<file path="src/rtl/pwm_pkg.sv">
// Shared helpers for the pwm_fader slice: index-width helper, channel limit
// and the per-period fade step.
package pwm_pkg;

  localparam int unsigned MAX_CHANNELS = 16;

  // Width of an index into n items, never less than one bit.
  function automatic int unsigned clog2_min1(input int unsigned n);
    return (n <= 1) ? 1 : int'($clog2(n));
  endfunction

  // Move cur toward tgt by step without overshooting; step 0 jumps straight to tgt.
  function automatic int unsigned fade_step(input int unsigned cur,
                                            input int unsigned tgt,
                                            input int unsigned step);
    int unsigned diff;
    if (step == 0) return tgt;
    if (tgt >= cur) begin
      diff = tgt - cur;
      return (diff <= step) ? tgt : cur + step;
    end
    diff = cur - tgt;
    return (diff <= step) ? tgt : cur - step;
  endfunction

endpackage

</file>
<file path="src/rtl/pwm_fader_ch.sv">
// One fader channel: shadow target/step, current duty, applied target,
// per-phase duty latch and the registered PWM compare.
module pwm_fader_ch import pwm_pkg::*; #(
  parameter int unsigned PERIOD = 256,
  parameter int unsigned WIDTH  = 8,
  parameter int unsigned STEP_W = 8
) (
  input  logic              clk,
  input  logic              rst,
  input  logic              wr_en,
  input  logic [WIDTH-1:0]  wr_duty,
  input  logic [STEP_W-1:0] wr_step,
  input  logic              bnd,
  input  logic [WIDTH-1:0]  phase_nxt,
  output logic              pwm,
  output logic              busy
);

  logic [WIDTH-1:0]  sh_tgt;
  logic [STEP_W-1:0] sh_step;
  logic [WIDTH-1:0]  tgt;
  logic [WIDTH-1:0]  cur;
  logic [WIDTH-1:0]  act;
  logic [WIDTH-1:0]  cur_d;
  logic [WIDTH-1:0]  duty_nxt;

  // Next cur (fade only on the boundary) and the duty used for the next cycle's compare.
  // act holds the duty for the running phase so a new cur only shows from phase 0.
  always_comb begin
    cur_d    = cur;
    duty_nxt = act;
    if (bnd)
      cur_d = WIDTH'(fade_step(32'(cur), 32'(sh_tgt), 32'(sh_step)));
    if (phase_nxt == '0)
      duty_nxt = cur_d;
  end

  // Shadow capture, boundary apply, phase-aligned duty latch and registered output.
  always_ff @(posedge clk) begin
    if (rst) begin
      sh_tgt  <= '0;
      sh_step <= '0;
      tgt     <= '0;
      cur     <= '0;
      act     <= '0;
      pwm     <= 1'b0;
    end else begin
      if (wr_en) begin
        sh_tgt  <= wr_duty;
        sh_step <= wr_step;
      end
      if (bnd)
        tgt <= sh_tgt;
      cur <= cur_d;
      if (phase_nxt == '0)
        act <= cur_d;
      pwm <= (phase_nxt < duty_nxt);
    end
  end

  // Still fading while the current duty differs from the applied target.
  always_comb begin
    busy = (cur != tgt);
  end

endmodule

</file>
<file path="src/rtl/pwm_fader.sv">
// Multi-channel PWM generator with per-period hardware fading.
// Optional macro PWM_PHASE_STAGGER_EN: offsets channel i's phase by
// i*(PERIOD/CHANNELS) clocks; otherwise all channels share ctr as phase.
module pwm_fader import pwm_pkg::*; #(
  parameter int unsigned CHANNELS = 3,
  parameter int unsigned PERIOD   = 256,
  parameter int unsigned WIDTH    = $clog2(PERIOD),
  parameter int unsigned STEP_W   = WIDTH,
  parameter int unsigned CH_W     = clog2_min1(CHANNELS)
) (
  input  logic                clk,
  input  logic                rst,
  input  logic                wr_valid,
  output logic                wr_ready,
  input  logic [CH_W-1:0]     wr_ch,
  input  logic [WIDTH-1:0]    wr_duty,
  input  logic [STEP_W-1:0]   wr_step,
  output logic [CHANNELS-1:0] pwm,
  output logic [CHANNELS-1:0] busy,
  output logic                frame
);

  logic [WIDTH-1:0] ctr;
  logic [WIDTH-1:0] ctr_nxt;
  logic             bnd;
  logic [WIDTH-1:0] duty_clamped;

  // Boundary strobe, counter successor, write backpressure and duty clamp.
  always_comb begin
    bnd          = (32'(ctr) == PERIOD - 1);
    ctr_nxt      = bnd ? '0 : ctr + WIDTH'(1);
    wr_ready     = !bnd;
    duty_clamped = (32'(wr_duty) >= PERIOD) ? WIDTH'(PERIOD - 1) : wr_duty;
  end

  // Period counter; frame is registered so it lines up with ctr == PERIOD-1.
  always_ff @(posedge clk) begin
    if (rst) begin
      ctr   <= '0;
      frame <= 1'b0;
    end else begin
      ctr   <= ctr_nxt;
      frame <= (32'(ctr_nxt) == PERIOD - 1);
    end
  end

  for (genvar i = 0; i < int'(CHANNELS); i++) begin : g_ch
    logic [WIDTH-1:0] phase_nxt;
    logic             wr_en;

    // Per-channel write select and next-cycle phase (channels see phase one cycle early
    // because their pwm flop registers the compare).
    always_comb begin
      wr_en = wr_valid && wr_ready && (32'(wr_ch) == i);
`ifdef PWM_PHASE_STAGGER_EN
      if (32'(ctr_nxt) >= (i * (PERIOD / CHANNELS)) % PERIOD)
        phase_nxt = WIDTH'(32'(ctr_nxt) - (i * (PERIOD / CHANNELS)) % PERIOD);
      else
        phase_nxt = WIDTH'(32'(ctr_nxt) + PERIOD - (i * (PERIOD / CHANNELS)) % PERIOD);
`else
      phase_nxt = ctr_nxt;
`endif
    end

    pwm_fader_ch #(
      .PERIOD (PERIOD),
      .WIDTH  (WIDTH),
      .STEP_W (STEP_W)
    ) u_ch (
      .clk       (clk),
      .rst       (rst),
      .wr_en     (wr_en),
      .wr_duty   (duty_clamped),
      .wr_step   (wr_step),
      .bnd       (bnd),
      .phase_nxt (phase_nxt),
      .pwm       (pwm[i]),
      .busy      (busy[i])
    );
  end

endmodule
</file>
<file path="config.mk">
export PLATFORM = sky130hd
export DESIGN_NAME = pwm_fader
export DESIGN_NICKNAME = d
export VERILOG_FILES = /design/src/rtl/pwm_pkg.sv /design/src/rtl/pwm_fader_ch.sv /design/src/rtl/pwm_fader.sv
export SDC_FILE = /design/constraint.sdc
export NUM_CORES = 1
export LEC_CHECK = 0
export BUFFER_PORTS_ARGS = -buffer_cell sky130_fd_sc_hd__clkbuf_2
export CAP_MARGIN = 20
export CORE_UTILIZATION = 25
export DETAILED_ROUTE_END_ITERATION = 8
export GPL_TIMING_DRIVEN = 1
export PLACE_DENSITY_LB_ADDON = 0.08
export SLEW_MARGIN = 0
export SYNTH_ARGS = -nofsm -noshare
export SYNTH_HDL_FRONTEND = slang
export SYNTH_HIERARCHICAL = 1
export SYNTH_SLANG_ARGS = --single-unit
</file>
<file path="constraint.sdc">
create_clock -name clk -period 5.6 [get_ports clk]
set_input_delay 0.56 -clock clk [delete_from_list [all_inputs] [get_ports clk]]
set_output_delay 0.56 -clock clk [all_outputs]
set_load 0.005 [all_outputs]
</file>
==> results.yml <==
clock_network:
  clock_buffers_created_by_tritoncts: 17
  clkTransAtPathRegs_ns: 0.07
  cts-htree-levels: 4
  clk-insertion-delay-late_ns: 0.46
  cts_tree: "yes"
  cts.sinks: 132
  cts_setup_buffers: 0
  cts_max_path_buffers: 2
  cts_root_buffer: "clkbuf_16"
sta:
  grt_setup_unrepaired: "true"
  final_setup_margin_ns: 0.344
  finalCritPeriodShare_pct: 93.9
  finalHoldViolations: 0
  clock-skew-final_ns: 0.0115
  final_setup_violation_count: 0
  measured_slew_at_the_worst_slew_check_pin_ns: 0.943
  layout_min_cycle_time_ns: 5.26
  slew_violations: 0
  maxSlewHeadroom_pct: 36.9
  fmax_mhz: 190
floorplan:
  floorplan.die_area_mm2: 0.0467
  floorplan.core_area_mm2: 0.0453
  design.portCount: 29
  initial_core_util_pct: 25.3
  chipWidth_um: 216
  die_h_um: 216
  num_rows: 78
logic_synthesis:
  postSynthRegisterBits: 132
  syn-cell-area_mm2: 0.0115
  asyncSetResetFlopFracSynth_pct: 0
  ys_warn_count: 6
  synth_fp_nets: 1560
  synth_edf_count: 0
  synth_top_area_share_pct: 23.0
  syn_avg_cell_area_um2: 8.38
  sequential_area_share_after_synthesis_pct: 23.0
  library_cell_with_the_largest_summed_area_after_synthesis: "dfxtp_1"
  postSynth.topFlopCell: "dfxtp_1"
  most_numerous_cell_types_in_the_synthesized_netlist: "167 x nor2_1, 158 x ha_1, 132 x dfxtp_1"
  synth.lib_cells_used.distinct: 86
  cells_after_synthesis: 1369
  synth.most_common_cell: "nor2_1"
  synthTopCellsByArea: "dfxtp_1 23%, ha_1 17%, mux2i_1 6.3%"
status:
  outcome: "finished clean"
detailed_routing:
  drt-vias-per-instance: 4.97
  drt_iter0_markers: 546
  route.detailed.wl_per_inst_um: 19.6
  drc: 0
  routed-via-count: 10000
  finalWirelength_um: 39700
  dr.pass1.iters: 5
  drtAntennaViolNets: 0
placement:
  post_dp_cell_area_mm2: 0.0125
  gp_routability_congestion: 0.842
  portBuffers: 28
  place.detailed.hpwl_um: 31300
  dpl_worst_slack_ns: 0.165
final_layout:
  syn_to_final_growth_pct: 14.6
  layout-drive-gt1-share_pct: 10.9
  nNetsFinal: 1600
  postLayoutCellArea_mm2: 0.0131
  antennaDiodeCount: 0
  fillers: 4933
hold_path:
  timing.hold.worst.class: "in2reg"
grt:
  grt_max_degree: 78
  grt_first_pass_wirelength_um: 60900
  grt-ovfl-total: 0
  first_global_vias: 9846
  grt_use_total_pct: 17.3
  antenna_violations_before_repair: 0
pwr:
  cellLeakagePower_nw: 5.39
  ir_drop_uv: 203
  power_density_mw_per_mm2: 231
setup_path:
  worst-path-max-fanout: 4
  critPathSlowestCell: "fa_1"
  critPathMaxStageDelay_ns: 0.42
  worstSetupStartpointType: "flip-flop"
  cp.arrival_ns: 5.62
  critPathCaptureType: "flip-flop"
  crit_family: "compound AO/OA/AOI/OAI gates"
  crit_top_cell: "ha_1"
  worstPathRequired_ns: 5.97
  critPathKind: "reg2reg"
  critPathBufInv: 1
  worstPathCellList: "inv_1 > ha_1 > fa_1 > nand2b_1 > a21oi_1 > a21o_1 > a21oi_1 > xnor2_1 > ha_1 > nand4_1 > a211o_1 > and3_1 > o311a_1 > a311o_1 > a31o_1 > ha_1 > nand4_1 > o211ai_1 > or3_1 > o31ai_1"
run:
  maxCapViolations: 0
metal layers:
layer	GRT usage [%]	wire [µm]	part of all wire, %
met1	23.1	19600	49
met2	28.2	18000	45
met4	5.54	801	2.0
met3	3.09	1230	3.1
met5	0	0	0
state kept, by name (all words and copies together) (netlist names):
register	count
g_ch.u_ch/sh_step	24
g_ch.u_ch/act	24
ctr	8
frame	1
g_ch.u_ch/pwm	3
g_ch.u_ch/sh_tgt	24
g_ch.u_ch/cur	24
g_ch.u_ch/tgt	24
cell usage in the layout (no fill, tap or decap), types with 5 or more instances in the layout:
cell type	n
o221ai_1	17
nor2b_1	33
inv_1	108
fa_1	12
a21o_1	29
a311oi_1	6
xor2_1	36
a211o_1	8
a31o_2	6
xnor2_1	33
buf_4	51
mux2i_1	72
nor3_1	19
nand4_1	29
o21a_1	14
a211oi_1	12
o22ai_1	6
o2111ai_1	5
a31oi_1	11
ha_1	158
o21bai_1	12
o21ai_1	7
and3_1	6
nand2b_1	20
clkinv_4	5
a41oi_1	5
dfxtp_1	131
nand3_1	14
clkbuf_2	27
nor2_1	166
a21oi_1	85
o21ai_0	34
o31ai_1	12
a221o_1	16
nor4_1	19
clkbuf_16	17
and2_1	14
o211ai_1	18
nand2_1	53
worst reg2reg max path, stage by stage, from the launching register on:
cell	delay, ns
dfxtp_1	0.41
inv_1	0.11
ha_1	0.23
fa_1	0.42
nand2b_1	0.17
a21oi_1	0.36
a21o_1	0.18
a21oi_1	0.07
xnor2_1	0.13
ha_1	0.30
nand4_1	0.15
a211o_1	0.37
and3_1	0.20
o311a_1	0.35
a311o_1	0.36
a31o_1	0.27
ha_1	0.32
nand4_1	0.10
o211ai_1	0.11
or3_1	0.36
o31ai_1	0.21
kinds of logic after synthesis:
kind of cell    after synthesis  share of synthesized area, %
fa+ha+maj                   170                          19.3
xor+xnor                     69                          5.27
mux                          74                          6.48
buf+inv                     167                          5.98
simple gates                402                          17.2
compound gates              355                          22.7
flops                       132                          23.0
cell type report:
type / count / area [µm²] / share of cell area, %
clock buffer: 20 / 447 / 3.40
inverter: 109 / 409 / 3.11
tap: 600 / 751 / 5.71
sequential: 132 / 2640 / 20.1
clock inverter: 11 / 130 / 0.990
multi-input combinational: 1070 / 8220 / 62.6
timing repair buffer: 79 / 538 / 4.09
power by group:
group	switching [mW]	internal, mW	total, mW
Clock	0.483	0.666	1.15
Sequential	0.0277	0.969	0.997
Combinational	0.544	0.350	0.893
through the flow:
| step | cells | util, % | total power, mW | setup TNS [ns] | hold WS (ns) |
|---|---|---|---|---|---|
| finish | 2021 | 29.0 | 3.04 | 0 | 0.447 |
| global route | 2021 | 29.0 | 3.23 | -0.0125 | 0.417 |
| CTS | 2021 | 28.9 | 3.08 | 0 | 0.400 |
| detailed placement | 1990 | 27.7 | 1.90 | 0 | 0.463 |
| global placement | 1989 | 27.6 | 1.90 | 0 | 0.456 |
| floorplan | 1369 | - | 1.62 | 0 | 0.441 |
path summary, 6_finish.rpt:
| kind | start | to | slack (ns) | depth (start not counted) |
|---|---|---|---|---|
| setup / recovery | g_ch[1].u_ch/cur[0] | g_ch[1].u_ch/pwm | 0.34 | 20 |
| hold / removal | wr_step[7] | g_ch[2].u_ch/sh_step[7] | 0.45 | 3 |
| setup reg to reg | g_ch[1].u_ch/cur[0] | g_ch[1].u_ch/pwm | 0.34 | 20 |
| hold reg to reg | g_ch[0].u_ch/act[4] | g_ch[0].u_ch/act[4] | 0.47 | 2 |
timing repair:
| action | in CTS | in global routing |
|---|---|---|
| endpoints found under the setup margin | 0 | 2 |
| hold buffers | 0 | 0 |
| gates resized for setup | 0 | 10 |
Power figures use the tool's default switching activity.
